===== src/rtl/alu_pkg.sv =====
// Shared encodings for the RV32I ALU decoder: ALU control codes,
// controller operation classes and the funct3 values it decodes.
package alu_pkg;

    localparam int ALU_CTRL_W = 3;
    localparam int ALU_OP_W   = 2;

    // ALU control codes driven to the datapath ALU
    localparam logic [ALU_CTRL_W-1:0] ALU_ADD = 3'b000;
    localparam logic [ALU_CTRL_W-1:0] ALU_SUB = 3'b001;
    localparam logic [ALU_CTRL_W-1:0] ALU_AND = 3'b010;
    localparam logic [ALU_CTRL_W-1:0] ALU_OR  = 3'b011;
    localparam logic [ALU_CTRL_W-1:0] ALU_XOR = 3'b100;
    localparam logic [ALU_CTRL_W-1:0] ALU_SLT = 3'b101;
    localparam logic [ALU_CTRL_W-1:0] ALU_SLL = 3'b110;
    localparam logic [ALU_CTRL_W-1:0] ALU_SRL = 3'b111;

    // Operation classes issued by the main control FSM
    localparam logic [ALU_OP_W-1:0] ALUOP_ADD   = 2'b00;
    localparam logic [ALU_OP_W-1:0] ALUOP_SUB   = 2'b01;
    localparam logic [ALU_OP_W-1:0] ALUOP_FUNCT = 2'b10;
    localparam logic [ALU_OP_W-1:0] ALUOP_RSVD  = 2'b11;

    // funct3 field values (instruction bits [14:12])
    localparam logic [2:0] F3_ADD  = 3'b000;
    localparam logic [2:0] F3_SLL  = 3'b001;
    localparam logic [2:0] F3_SLT  = 3'b010;
    localparam logic [2:0] F3_SLTU = 3'b011;
    localparam logic [2:0] F3_XOR  = 3'b100;
    localparam logic [2:0] F3_SR   = 3'b101;
    localparam logic [2:0] F3_OR   = 3'b110;
    localparam logic [2:0] F3_AND  = 3'b111;

endpackage


===== src/rtl/alu_decode_comb.sv =====
// Combinational next-value decode of {alu_control, illegal} from the
// controller's operation class and the instruction function fields.
module alu_decode_comb
    import alu_pkg::*;
(
    input  logic [ALU_OP_W-1:0]   alu_op,
    input  logic [2:0]            funct3,
    input  logic                  op_5,
    input  logic                  funct7_5,
    output logic [ALU_CTRL_W-1:0] alu_control,
    output logic                  illegal
);

    // Fields not selected by alu_op are never read in that branch, so an
    // unknown value on them cannot reach the outputs.
    always_comb begin
        alu_control = ALU_ADD;
        illegal     = 1'b0;
        case (alu_op)
            ALUOP_ADD: alu_control = ALU_ADD;
            ALUOP_SUB: alu_control = ALU_SUB;
            ALUOP_FUNCT: begin
                case (funct3)
                    // addi carries an immediate bit at [30]; only R-type subtracts
                    F3_ADD:  alu_control = (op_5 && funct7_5) ? ALU_SUB : ALU_ADD;
                    F3_SLT:  alu_control = ALU_SLT;
                    // no unsigned compare in the ALU: fall back to SLT and flag it
                    F3_SLTU: begin
                        alu_control = ALU_SLT;
                        illegal     = 1'b1;
                    end
                    F3_XOR:  alu_control = ALU_XOR;
                    F3_OR:   alu_control = ALU_OR;
                    F3_AND:  alu_control = ALU_AND;
                    F3_SLL: begin
                        alu_control = ALU_SLL;
                        illegal     = funct7_5;
                    end
                    // SRA is unsupported: logical shift with illegal raised
                    F3_SR: begin
                        alu_control = ALU_SRL;
                        illegal     = funct7_5;
                    end
                    default: begin
                        alu_control = ALU_ADD;
                        illegal     = 1'b1;
                    end
                endcase
            end
            ALUOP_RSVD: begin
                alu_control = ALU_ADD;
                illegal     = 1'b1;
            end
            default: begin
                alu_control = ALU_ADD;
                illegal     = 1'b1;
            end
        endcase
    end

endmodule


===== src/rtl/riscv_alu_decoder.sv =====
// ALU control decoder for the multi-cycle RV32I core. Output is registered
// so the ALU code changes only on datapath state boundaries.
module riscv_alu_decoder
    import alu_pkg::*;
(
    input  logic                  clk,
    input  logic                  reset,
    input  logic [ALU_OP_W-1:0]   alu_op,
    input  logic [2:0]            funct3,
    input  logic                  op_5,
    input  logic                  funct7_5,
    output logic [ALU_CTRL_W-1:0] alu_control,
    output logic                  illegal
);

    logic [ALU_CTRL_W-1:0] alu_control_next;
    logic                  illegal_next;

    alu_decode_comb u_decode (
        .alu_op      (alu_op),
        .funct3      (funct3),
        .op_5        (op_5),
        .funct7_5    (funct7_5),
        .alu_control (alu_control_next),
        .illegal     (illegal_next)
    );

    // Output register; reset parks the ALU on ADD with no fault flagged
    always_ff @(posedge clk or posedge reset) begin
        if (reset) begin
            alu_control <= ALU_ADD;
            illegal     <= 1'b0;
        end else begin
            alu_control <= alu_control_next;
            illegal     <= illegal_next;
        end
    end

endmodule


===== config.mk =====
export PLATFORM = sky130hd
export DESIGN_NAME = riscv_alu_decoder
export DESIGN_NICKNAME = d
export VERILOG_FILES = /design/src/rtl/alu_pkg.sv /design/src/rtl/alu_decode_comb.sv /design/src/rtl/riscv_alu_decoder.sv
export SDC_FILE = /design/constraint.sdc
export NUM_CORES = 1
export LEC_CHECK = 0
export CAP_MARGIN = 20
export CORE_AREA = 4 4 41 43
export DETAILED_ROUTE_END_ITERATION = 6
export DIE_AREA = 0 0 45 47
export PLACE_DENSITY = 0.4
export SETUP_SLACK_MARGIN = 0.2
export SLEW_MARGIN = 15
export SYNTH_ARGS = -nofsm -noshare
export SYNTH_HDL_FRONTEND = slang
export SYNTH_SLANG_ARGS = --single-unit

===== constraint.sdc =====
create_clock -name clk -period 0.8 [get_ports clk]
set_clock_uncertainty 0.05 [all_clocks]
set_input_delay 0.08 -clock clk [delete_from_list [all_inputs] [get_ports clk]]
set_output_delay 0.08 -clock clk [all_outputs]
set_load 0.03 [all_outputs]

After elaboration in Yosys (flattened, before gate mapping)
Cells that the tools add are included.

Output and inout port bits: 4. Word-level logic and storage cells: 23. Flip-flop bits (word level): 4. Input bits: 9.

Equal/unequal tests: 10. Reductions and logical operators: 6. Multiplexer cells: 5.

Operators by type and width (number): $pmux 3 s7 (1); $eq 3x3->1 const B (4); $pmux 3 s3 (1); $eq 3x2->1 const B (2); $reduce_or 2->1 (3); $eq 2x2->1 const B (2); $pmux 1 s2 (2); $eq 3x1->1 const B (1); $logic_not 3->1 (1); $eq 2x1->1 const B (1); $logic_not 2->1 (1); $logic_and 1x1->1 (1); $mux 1 (1).

Logic depth before layout (Yosys ltp)
Depth in word-level cells: 4. Mapped depth: 4. Gate-level depth less buffers: 4.

Modules after synthesis
From an unflattened synthesis, not the netlist that was laid out.

Cell total of the unflattened synthesis: 25. Area, all modules: 251.5 µm².

Modules (own cells, without submodules): alu_decode_comb (cells each 20, instances 1, seq. area each 0.0 µm², area each 147.6 µm²); riscv_alu_decoder (cells each 5, instances 1, seq. area each 100.1 µm², area each 103.8 µm²).

Least setup slack after synthesis
OpenSTA, ideal clock, no wires.

Path kind: input port to flip-flop. From: input alu_op[1]. To: register alu_control[2]. Buffers on the path: 0. Stages: 3. Setup time: 0.111 ns. Arrival time: 0.573 ns. Required time: 0.639 ns. Setup slack: 0.066 ns. Path through: inv_1 -> ha_1 -> a2111oi_2.

Longest elaborated chain between the ends: 3. Elaborated cells on any way between the ends: 6. Classes of those cells: eq/ne (3); mux (1); reduce/logical (2).

Ends and longest elaborated chain: start, declared (RTL line riscv_alu_decoder.sv:8) `input logic [ALU_OP_W-1:0] alu_op,`; $eq 2x2->1 or $logic_not 2->1 (tied branches) (RTL line alu_decode_comb.sv:19) `case (alu_op)`; $reduce_or 2->1 (no line); $pmux 3 s3 (*) (RTL line alu_decode_comb.sv:19); net alu_control_next[2] (RTL line riscv_alu_decoder.sv:16) `logic [ALU_CTRL_W-1:0] alu_control_next;`; end signal, assigned (RTL line riscv_alu_decoder.sv:34) `alu_control <= alu_control_next;`; end, declared (RTL line riscv_alu_decoder.sv:12) `output logic [ALU_CTRL_W-1:0] alu_control,`.

Mark *: on every way through the listed nets, which the timed path passes. The rest lies on a longest branch.

Worst setup path in the final report
From: register alu_control[2]. To: output alu_control[2].

No word-level cell between the ends.

==> metrics <==
status=finished with violations; failing checks=negative hold slack, negative setup slack; Detailed Route Iter0 Violations=0; Seq cells post-synth=4; setup violators final=4; die width=45 um; RSZ-0062 raised after global routing=true; DRT antenna net count=0; Core Region=1300 um^2; Mapped Nets=37; layout cells sized above 1=56.8%; global-route wire length before repair=1080 um; post-synthesis average cell area=9.91 um^2; CP cell instances=buf_6; met1 Use GR=7.31%; placed cell count=55; Pre-Repair DR Iteration Count=1; Layout Nets=58; CTS Sinks=4; max cap viols=0; crit path kind=reg -> out; final WL=633 um; gr ovfl total=0; Seq/Total Area, Yosys=40.4%; clock slew seen by the registers of the worst setup and hold paths=0.03 ns; count of pins over their slew limit=0; Cell Count, Final, Fillers Out=59; worst hold path class=in -> async; Reg area=100 um^2; htree depth=1; Pwr Density=1340 nW/um^2; routed len/inst=10.7 um; CP max-delay cell=dfrtp_1; Syn-to-layout area delta=105%; initial antenna violation count=0; # fillers=139; relative slew slack=83.1%; DRC=0; routability congestion estimate from global placement=0.744; Worst setup EP type=output pin; Crit path largest cell delay=0.36 ns; Hold WS=-0.00500 ns; Root Driver=clkbuf_4; Largest delay share family, worst path=flip-flops; fmax=1.17 GHz; synthesized area=248 um^2; CP startpoint kind=register; Vias=237; setup ws final=-0.0580 ns; Yosys cell types=14; diodes inserted=0; pre-CTS setup slack=-0.591 ns; clock tree buffer depth=2; crit-path max FO=1; crit path DAT=0.73 ns; vias in the first global route=264; initial core utilization=19.0%; worst-margin pin slew=0.254 ns; Leak=0.236 nW; standard-cell row count=13; CTS tree=yes; Inserted Clock Buffers=3; IO Pins=13; period utilization=107%; Tmin final=0.858 ns; multi-input logic area=169 um^2; grt met3 use=2.30%; YS warnings=0; DP Wirelength=499 um; Peak VDD IR=394 uV; chip height=47 um; Post-Syn Instances=25; die area=2120 um^2; final hold viol count=4; final core occ=39.0%; Worst setup startpoint=alu_control[2]; worst path buffer plus inverter count=1; Critical Path RT=0.67 ns; Most Crowded Layer GR=met2; DR vias/cell=4.02; Global Route Usage Sum=7.52%; largest net degree at the start of global routing=7; I/O Buffers=12; met2 usage=13.6%
==> sequential cells by signal, summed over array words and instances, names as in the netlist <==
signal,flops
alu_control,3
illegal,1
==> synthesized netlist by cell type, drive strengths merged <==
| cell | n | area [um^2] |
|---|---|---|
| a2111oi | 1 | 15.0 |
| a31oi | 1 | 6.26 |
| nor3 | 1 | 5.00 |
| nor2 | 2 | 7.51 |
| xor2 | 1 | 8.76 |
| nor2b | 1 | 6.26 |
| buf | 1 | 5.00 |
| mux2i | 2 | 20.0 |
| dfrtp | 4 | 100 |
| inv | 5 | 18.8 |
| nand2 | 1 | 3.75 |
| a31o | 1 | 8.76 |
| ha | 3 | 37.5 |
| nand3 | 1 | 5.00 |
==> worst paths after layout <==
| check | endpoint | slack (ns) | depth (start not counted) |
|---|---|---|---|
| worst max-delay path | alu_control[2] | -0.06 | 1 |
| worst min-delay path | alu_control[1] | -0.005 | 2 |
| max in group asynchronous | alu_control[0] | 0.56 | 2 |
| min in group clk | alu_control[2] | 0.11 | 2 |
==> where the power goes <==
group / internal, mW / switching [mW]
Sequential: 0.218 / 0.00624
Combinational: 0.112 / 0.106
Clock: 0.167 / 0.0703
Total: 0.497 / 0.183
==> layer usage <==
metal | wire, um | vias up
met2 | 349 | 10
met5 | 0 | -
met3 | 54 | 0
met4 | 0 | 0
li1 | - | 119
met1 | 229 | 108
==> per-stage QoR <==
step,hold WS (ns),setup TNS (ns),power (mW),area [um^2]
2_1_floorplan,-0.204,0,0.316,283
3_3_place_gp,0.219,-1.95,0.412,427
3_5_place_dp,0.240,-2.04,0.414,427
4_1_cts,0.000646,-0.277,0.694,517
5_1_grt,0.00281,-0.336,0.730,508
6_report,-0.00500,-0.224,0.679,508
==> cell usage in the layout, fill, tap and decap left out, types with 2 or more instances in the layout <==
master           count
buf_2                2
buf_4                2
buf_6                7
clkbuf_4             3
clkdlybuf4s50_1      2
dfrtp_1              4
ha_4                 2
inv_1                2
mux2i_1              2
==> cell families after synthesis <==
group	count (synthesis)	synth area share, %
compound gates	3	12.1
xor+xnor	1	3.54
fa+ha+maj	3	15.2
buf+inv	6	9.59
flops	4	40.4
mux	2	8.08
simple gates	6	11.1
==> layout make-up <==
class                           count  area share (%)
Inverter                            5            6.65
Multi-Input combinational cell     15            33.3
Timing Repair Buffer               17            32.3
Clock buffer                        3            4.43
Tap cell                           15            3.69
Sequential cell                     4            19.7
==> what timing repair did <==
item / CTS / global route
cloned: 0 / 0
gates resized for setup: 31 / 5
pin swaps: 5 / 1
endpoints found under the setup margin: 8 / 8
setup buffers: 1 / 0
hold buffers: 0 / 0
Note: power is estimated with default switching activity, not from simulation.
